### src/rtl/result_wb_buffer.sv
// ---------------------------------------------------------------------------
// result_wb_buffer
//
// Queues results from a multi-cycle execution unit (multiplier, divider) that
// cannot stall mid-pipeline, and hands them one per cycle to a shared
// writeback port that a higher-priority unit may occupy. Entries younger than
// a taken branch are squashed in place; backpressure reaches the unit's issue
// side early enough that every result already in flight still fits.
//
// Ports
//   clk         clock
//   rst         asynchronous reset, active-low
//   IN_branch   branch/flush broadcast (taken, sqN)
//   IN_uop      result from the execution unit
//   IN_wbStall  shared writeback port is taken this cycle; head must wait
//   OUT_busy    unit must not issue new ops
//   OUT_uop     registered result to the writeback port
// ---------------------------------------------------------------------------
package result_wb_pkg;
    localparam int SQN_W = 7;
    localparam int TAG_W = 7;
    localparam int NM_W  = 5;
    localparam int RES_W = 32;
    localparam int FLG_W = 4;

    typedef struct packed {
        logic             valid;
        logic [TAG_W-1:0] tagDst;
        logic [NM_W-1:0]  nmDst;
        logic [SQN_W-1:0] sqN;
        logic [RES_W-1:0] result;
        logic [FLG_W-1:0] flags;
        logic             doNotCommit;
    } RES_UOp;

    typedef struct packed {
        logic             taken;
        logic [SQN_W-1:0] sqN;
    } BranchProv;
endpackage

module result_wb_buffer
    import result_wb_pkg::*;
#(
    parameter int DEPTH    = 8,
    parameter int INFLIGHT = 5
) (
    input  logic      clk,
    input  logic      rst,
    input  BranchProv IN_branch,
    input  RES_UOp    IN_uop,
    input  logic      IN_wbStall,
    output logic      OUT_busy,
    output RES_UOp    OUT_uop
);

    localparam int PTR_W = $clog2(DEPTH);
    localparam int CNT_W = $clog2(DEPTH + 1);

    // An op is younger than the branch when the wrapped difference is
    // strictly positive: top bit clear and not zero. Equal sqN survives.
    function automatic logic is_killed(input logic [SQN_W-1:0] sqn,
                                       input BranchProv        br);
        logic [SQN_W-1:0] diff;
        diff = sqn - br.sqN;
        return br.taken && !diff[SQN_W-1] && (diff != '0);
    endfunction

    RES_UOp           mem_q [DEPTH];
    logic [DEPTH-1:0] live_q, live_d;
    logic [PTR_W-1:0] rd_ptr_q, rd_ptr_d;
    logic [PTR_W-1:0] wr_ptr_q, wr_ptr_d;
    logic [CNT_W-1:0] count_q, count_d;
    RES_UOp           out_q;

    RES_UOp head_uop;
    logic   head_ok;
    logic   not_empty;
    logic   full;
    logic   enq_req;
    logic   enq;
    logic   deq;
    logic   emit;

    always_comb begin
        head_uop  = mem_q[rd_ptr_q];
        head_ok   = live_q[rd_ptr_q] && !is_killed(head_uop.sqN, IN_branch);
        not_empty = (count_q != '0);
        full      = (count_q == CNT_W'(DEPTH));

        // A dead head is discarded even while the writeback port is busy,
        // so squashed entries never hold up the queue.
        deq  = not_empty && (!head_ok || !IN_wbStall);
        emit = not_empty && head_ok && !IN_wbStall;

        enq_req = IN_uop.valid && !is_killed(IN_uop.sqN, IN_branch);
        // At full, a same-cycle pop frees the slot the write lands in.
        enq     = enq_req && (!full || deq);

        // Squash in place; killed entries keep their slot until popped
        // because stored sqNs are not sorted.
        for (int i = 0; i < DEPTH; i++) begin
            live_d[i] = live_q[i] && !is_killed(mem_q[i].sqN, IN_branch);
        end
        if (deq) live_d[rd_ptr_q] = 1'b0;
        if (enq) live_d[wr_ptr_q] = 1'b1;

        rd_ptr_d = deq ? rd_ptr_q + PTR_W'(1) : rd_ptr_q;
        wr_ptr_d = enq ? wr_ptr_q + PTR_W'(1) : wr_ptr_q;
        count_d  = count_q + CNT_W'(enq) - CNT_W'(deq);
    end

    // Free slots must cover everything the unit can still deliver.
    assign OUT_busy = (CNT_W'(DEPTH) - count_q) <= CNT_W'(INFLIGHT);
    assign OUT_uop  = out_q;

    always_ff @(posedge clk or negedge rst) begin
        if (!rst) begin
            live_q   <= '0;
            rd_ptr_q <= '0;
            wr_ptr_q <= '0;
            count_q  <= '0;
            out_q    <= '0;
        end else begin
            live_q   <= live_d;
            rd_ptr_q <= rd_ptr_d;
            wr_ptr_q <= wr_ptr_d;
            count_q  <= count_d;
            if (emit) begin
                out_q       <= head_uop;
                out_q.valid <= 1'b1;
            end else begin
                out_q.valid <= 1'b0;
            end
        end
    end

    // Payload storage carries no reset; the live bits decide what is real.
    always_ff @(posedge clk) begin
        if (enq) mem_q[wr_ptr_q] <= IN_uop;
    end

    // The producer must honour OUT_busy; a push into a full queue with no
    // pop is dropped above and flagged here.
    a_no_overflow: assert property (@(posedge clk) disable iff (!rst)
                                    !(enq_req && full && !deq));

endmodule

### config.mk
export PLATFORM = sky130hd
export DESIGN_NAME = result_wb_buffer
export DESIGN_NICKNAME = d
export VERILOG_FILES = /design/src/rtl/result_wb_buffer.sv
export SDC_FILE = /design/constraint.sdc
export NUM_CORES = 1
export LEC_CHECK = 0
export BUFFER_PORTS_ARGS = -buffer_cell sky130_fd_sc_hd__buf_2
export CAP_MARGIN = 15
export CELL_PAD_IN_SITES_DETAIL_PLACEMENT = 0
export CELL_PAD_IN_SITES_GLOBAL_PLACEMENT = 1
export CORE_AREA = 2 2 287 289
export CTS_BUF_LIST = sky130_fd_sc_hd__clkbuf_4
export CTS_CLUSTER_SIZE = 20
export DETAILED_ROUTE_END_ITERATION = 8
export DIE_AREA = 0 0 289 291
export PLACE_DENSITY_LB_ADDON = 0.1
export SETUP_SLACK_MARGIN = 0.2
export SLEW_MARGIN = 20
export SYNTH_ARGS = -nofsm -noshare
export SYNTH_HDL_FRONTEND = slang
export SYNTH_SLANG_ARGS = --single-unit
### constraint.sdc
create_clock -name clk -period 8.6 [get_ports clk]
set_input_delay 0.86 -clock clk [delete_from_list [all_inputs] [get_ports clk]]
set_output_delay 0.86 -clock clk [all_outputs]
set_load 0.01 [all_outputs]
==> results_dict.tcl, run 1 <==
set metrics [dict create \
    ys_types 65 \
    syn_nets 1436 \
    tritoncts "built" \
    grt_overflow_total 0 \
    grt_pass1_wl_mm 89.5 \
    clk_latency_ns 0.94 \
    start_util_pct 27.7 \
    dpl.hpwl_mm 37.4 \
    critPathMaxFanout 41 \
    min_period_over_period_pct 71.0 \
    via_per_inst 4.55 \
    hold_viol 0 \
    rsz0062_at_grt "false" \
    fmax_mhz 164 \
    synth_ff_type "edfxtp_1" \
    post-route-drc-count 0 \
    tightest_slew_ns 1.07 \
    rows 105 \
    final_area_um2 26500 \
    synthArstFlopShare_pct 14.3 \
    num_io_pins 126 \
    grt_usage_pct 14.8 \
    setup_ws_ns 2.50 \
    setup_violations 0 \
    cts-htree-levels 4 \
    cp.required_ns 9.16 \
    dp_slack_ns 2.43 \
    synth_most_common_cell "edfxtp_1" \
    final_net_count 1684 \
    arrival_ns 6.66 \
    clk_path_buf_depth 3 \
    placed_area_um2 24500 \
    hp-class "in2reg" \
    synth_top_area_share_pct 59.8 \
    first_global_vias 13500 \
    cts.repair.resized 0 \
    netlist_instances 1289 \
    ir_drop_uv 117 \
    drt_iter0_drc 804 \
    syn_area_per_cell_um2 17.5 \
    clock_skew_ns 0.0557 \
    seq_area_frac_synth_pct 68.1 \
    run_status "finished clean" \
    period_needed_ns 6.10 \
    ant_nets 0 \
    cts_buffers 149 \
    synth_common_cells "edfxtp_1, mux4_2, o21ai_0" \
    post_cts_buffers 0 \
    synth_edf_count 448 \
    p_total_mw 8.34 \
    area_delta_synth_final_pct 17.8 \
    portBuffers 125 \
    p_per_area_nw_per_um2 315 \
    first_pass_iters 5 \
    die_h_um 291 \
    leakagePower_nw 9.71 \
    die_area_um2 84100 \
    critPathLaunchType "register" \
    synth_area_leaders "edfxtp_1, mux4_2, dfrtp_1, ha_1, mux2i_1" \
    core_area_um2 81200 \
    via_count 12400 \
    cap_violations 0 \
    cts.sinks 523 \
    synth_top_area_cell "edfxtp_1" \
    wl_per_cell_um 22.3 \
    die_x_um 289 \
    worstSetupPathType "reg2reg" \
    drive_gt1_share_pct 32.5 \
    slew_viol_final 0 \
    gp_congestion 0.772 \
    slew-limit-headroom_pct 28.9 \
    grt_max_degree 61 \
    tns_ns 0 \
    ctsRootBufferMaster "clkbuf_4" \
    synth_area_um2 22500 \
    crit_path_end_kind "register" \
    wl_mm 60.9 \
    synth_seq_cells 523 \
    antenna_found_initial 9 \
    synth_warnings 0 \
    clk_pin_slew_ns 0.07 \
]
## critical path, cell delays in order, from the launching register on
cell       delay, ns
dfrtp_4         1.03
mux4_2          0.59
mux2i_1         0.23
ha_1            0.21
inv_1           0.05
fa_1            0.38
a21o_1          0.22
o2bb2ai_1       0.15
o21a_1          0.21
o21a_1          0.20
o31ai_4         0.38
o21a_1          0.42
o211ai_2        0.36
nor2_4          0.81
buf_4           0.43
## cell type report
| cell class | count | area (um^2) |
|---|---|---|
| antenna | 1 | 2.50 |
| fill | 7966 | 54700 |
| clock buffer | 228 | 1710 |
| tap | 1070 | 1340 |
| timing repair buffer | 147 | 833 |
| multi-input combinational | 660 | 6780 |
| inverter | 56 | 210 |
| clock inverter | 41 | 303 |
| sequential | 523 | 15300 |
## final timing paths
path                              from           end  depth (start not counted)  slack [ns]
max reg2reg                rd_ptr_q[0]  mem_q[0][13]                         14        2.50
min in group asynchronous          rst   OUT_uop[35]                          2        0.48
min reg2reg                OUT_uop[35]   OUT_uop[35]                          2        0.47
max                        rd_ptr_q[0]  mem_q[0][13]                         14        2.50
max in group asynchronous          rst   rd_ptr_q[0]                          3        6.85
min                         IN_uop[11]  mem_q[2][11]                          1        0.20
## per-stage QoR
step,utilization [%],instances,hold WS [ns]
6_report,32.7,2726,0.197
5_1_grt,32.7,2726,0.0637
4_1_cts,32.7,2725,0.0202
3_5_place_dp,30.2,2455,0.468
3_3_place_gp,30.2,2455,0.460
2_1_floorplan,-,1289,0.492
## where the power goes
| part | internal, mW | total, mW | switching, mW |
|---|---|---|---|
| sequential | 3.19 | 3.50 | 0.311 |
| combinational | 1.09 | 2.43 | 1.33 |
| clock | 1.31 | 2.41 | 1.10 |
## cell usage in the layout (no fill, tap or decap), types with 5 or more instances in the layout
cell type,netlist,final
inv_6,0,5
buf_4,1,19
edfxtp_1,448,448
nand2b_1,11,10
clkinv_1,0,21
clkbuf_4,0,228
o21ai_0,81,81
mux2_1,5,5
xor2_1,21,21
mux2_2,7,7
buf_2,13,124
clkinv_2,0,5
nand3_1,14,14
nor3_1,13,10
a31oi_1,6,6
mux4_2,114,114
dfrtp_1,75,72
xnor2_1,16,16
fa_1,11,11
nor2_4,0,5
a21oi_1,26,26
a21o_1,11,11
o21a_1,11,11
nand2_1,65,65
ha_1,68,68
nor2_1,34,29
inv_1,56,56
o22ai_1,6,6
mux2i_1,57,57
nor2b_1,15,15
## flip-flops by register name, summed over array words and instances, names as in the netlist
register	count
OUT_uop	57
count_q	4
live_q	8
mem_q	448
rd_ptr_q	3
wr_ptr_q	3
## cell families after synthesis
group                      count (synthesis)  share of synthesized area [%]
AOI/OAI and AO/OA                        185                           5.26
DFF                                      523                           68.1
xor gates and xnor gates                  37                           1.44
adders and majority gates                 79                           4.76
buffers and inverters                    106                           2.04
and+or+nand+nor                          174                           3.69
muxes                                    185                           14.7
## what timing repair did
| item | CTS | global route |
|---|---|---|
| endpoints found under the setup margin | 0 | 0 |
| hold buffers | 1 | 0 |
| endpoints found under the hold margin | 30 | 0 |
## metal layers
| metal | routed length [um] | global-route usage (%) | share of wire [%] | vias up |
|---|---|---|---|---|
| li1 | - | - | - | 5708 |
| met1 | 28100 | 19.6 | 46 | 6341 |
| met2 | 29000 | 23.5 | 48 | 263 |
| met3 | 2610 | 3.79 | 4.3 | 96 |
| met4 | 1160 | 4.87 | 1.9 | 6 |
| met5 | 35 | 0 | 0.057 | - |
No activity file was read; power rests on OpenSTA's default activity.
==> inputs of run 2 (changes only) <==
==> constraint.sdc (replaced) <==
create_clock -name clk -period 5.5 [get_ports clk]
set_input_delay 0.55 -clock clk [delete_from_list [all_inputs] [get_ports clk]]
set_output_delay 0.55 -clock clk [all_outputs]
set_load 0.01 [all_outputs]
==> results_dict.tcl, run 2 (same netlist as run 1, synthesis figures left out) <==
set metrics [dict create \
    grt_pass1_wl_mm 89.8 \
    final_cell_mix "edfxtp_1, clkbuf_4, buf_2" \
    crit_path_max_incr_delay_ns 0.68 \
    tns_ns 0 \
    top_register "mem_q" \
    p_int_mw 8.74 \
    gp_congestion 0.761 \
    ctsRootBufferMaster "clkbuf_4" \
    dpl.hpwl_mm 37.2 \
    core_area_um2 81200 \
    reg2reg_to "mem_q[5][19]" \
    drive_gt1_share_pct 31.4 \
    final_net_count 1753 \
    arrival_ns 5.46 \
    clk_pin_slew_ns 0.07 \
    hp-class "in2reg" \
    tritoncts "built" \
    whs_path_depth 5 \
    critPathMaxFanout 43 \
    cp.required_ns 6.09 \
    antenna_found_initial 7 \
    die_area_um2 84100 \
    drt_iter0_drc 623 \
    leakagePower_nw 10.0 \
    first_pass_iters 5 \
    reg2reg_slack_ns 0.63 \
    crit_path_end_kind "register" \
    wl_per_cell_um 21.5 \
    area_delta_synth_final_pct 20.9 \
    setup_violations 0 \
    cap_violations 0 \
    via_count 12600 \
    first_global_vias 13700 \
    num_io_pins 126 \
    grt_overflow_total 0 \
    start_util_pct 27.7 \
    cts_buffers 148 \
    grt_max_degree 79 \
    slew_viol_final 0 \
    ir_drop_uv 311 \
    instances_no_fill 2802 \
    min_period_over_period_pct 88.6 \
    critical-path-top-delay-family "compound AO/OA/AOI/OAI gates" \
    worstHoldStart "IN_uop[56]" \
    p_per_area_nw_per_um2 479 \
    via_per_inst 4.51 \
    cp_cell_sequence "mux4_2, mux2i_1, ha_1, inv_1, fa_1, a21o_1, o2bb2ai_1, nor3_1, nor3_2, o31ai_4, o21a_1, o21ai_4, nor3_4, buf_12" \
    cp_slowest_cell "nor3_4" \
    fmax_mhz 205 \
    die_x_um 289 \
    wl_mm 60.1 \
    period_needed_ns 4.87 \
    cts-htree-levels 4 \
    die_h_um 291 \
    rows 105 \
    clock_skew_ns 0.0556 \
    hold_viol 0 \
    path_depth 14 \
    worst-path-buf-inv 2 \
    grt_usage_pct 14.7 \
    ant_nets 0 \
    post-place-cells 2469 \
    clk_path_buf_depth 3 \
    reg2reg_from "rd_ptr_q[0]" \
    cts.sinks 523 \
    rsz0062_at_grt "false" \
    worstSetupPathType "reg2reg" \
    run_status "finished clean" \
    clk_latency_ns 0.97 \
    comb_power_share_pct 31.5 \
    p_seq_share_pct 40.6 \
    p_sw_share_pct 32.9 \
    critPathLaunchType "register" \
    p_sw_mw 4.28 \
    utilization_pct 33.5 \
    portBuffers 125 \
    r2r_cells 14 \
    slew-limit-headroom_pct 32.0 \
    post-route-drc-count 0 \
    layout_commonest_cell "edfxtp_1" \
    worstHoldEndpoint "wr_ptr_q[2]" \
    tightest_slew_ns 1.02 \
    pwr-share-clk_pct 27.9 \
    post_cts_buffers 0 \
    largest_reg_flops 448 \
]
run 2: changes by cell type in the layout (fill, tap and decap cells not counted), moves of 3 or more:
cell / change
dlygate4sd3_1: +56
clkinv_1: +10
buf_4: +9
clkbuf_4: -6
diode_2: +6
buf_12: +5
inv_6: -4
nor3_2: -3
nor3_4: +3
run 2: repair_timing:
| action | 4_1_cts | 5_1_grt |
|---|---|---|
| hold buffers | 57 | 0 |
| endpoints found under the setup margin | 0 | 62 |
| resized for setup | 0 | 2 |
| endpoints found under the hold margin | 487 | 0 |
run 2: cell type report:
| cell class | count | area [um^2] |
|---|---|---|
| fillers | 8001 | 54000 |
| flip-flops and latches | 523 | 15300 |
| multi-input cells | 660 | 6810 |
| clock buffers | 222 | 1670 |
| repair buffers | 217 | 1560 |
| well taps | 1070 | 1340 |
| clock inverters | 47 | 268 |
| inverters | 56 | 210 |
| diodes | 7 | 17.5 |
run 2: how the worst max path moves through the flow:
stage / start / endpoint / slack, ns
2_1_floorplan: rd_ptr_q[1] / mem_q[4][0] / -0.01
3_3_place_gp: rd_ptr_q[0] / mem_q[4][25] / 0.51
3_5_place_dp: rd_ptr_q[0] / mem_q[4][25] / 0.56
4_1_cts: rd_ptr_q[0] / mem_q[4][21] / 0.49
5_1_grt: rd_ptr_q[0] / mem_q[5][21] / 0.26
6_report: rd_ptr_q[0] / mem_q[5][19] / 0.63
run 2: through the flow:
step                instance area [um^2]  hold WS [ns]  total power, mW  worst slack (ns)
floorplan                          22600         0.254             8.12          -0.00998
global placement                   24700         0.461             9.59             0.506
detailed placement                 24700         0.465             9.60             0.557
CTS                                27200        0.0295             13.4             0.493
global route                       27200        0.0706             13.9             0.261
finish                             27200         0.128             13.0             0.626
run 2: metal layers:
metal  vias up  GRT usage [%]  share of wire [%]
li1       5846              -                  -
met1      6403           19.3                 45
met2       277           23.5                 48
met3       112           3.65                4.2
met4         6           5.54                2.3
met5         -              0              0.068
run 2: power by group through the flow:
stage               clock [mW]  combinational [mW]  sequential, mW
CTS                       3.79                4.27            5.31
global route              4.02                4.57            5.36
floorplan                    0                2.79            5.33
global placement             0                4.22            5.37
detailed placement           0                4.22            5.39
finish                    3.63                4.10            5.29
run 2: worst reg2reg max path, stage by stage (launching register included):
cell	delay (ns)
dfrtp_4	0.50
mux4_2	0.52
mux2i_1	0.25
ha_1	0.22
inv_1	0.06
fa_1	0.40
a21o_1	0.22
o2bb2ai_1	0.15
nor3_1	0.28
nor3_2	0.11
o31ai_4	0.39
o21a_1	0.22
o21ai_4	0.09
nor3_4	0.68
buf_12	0.40
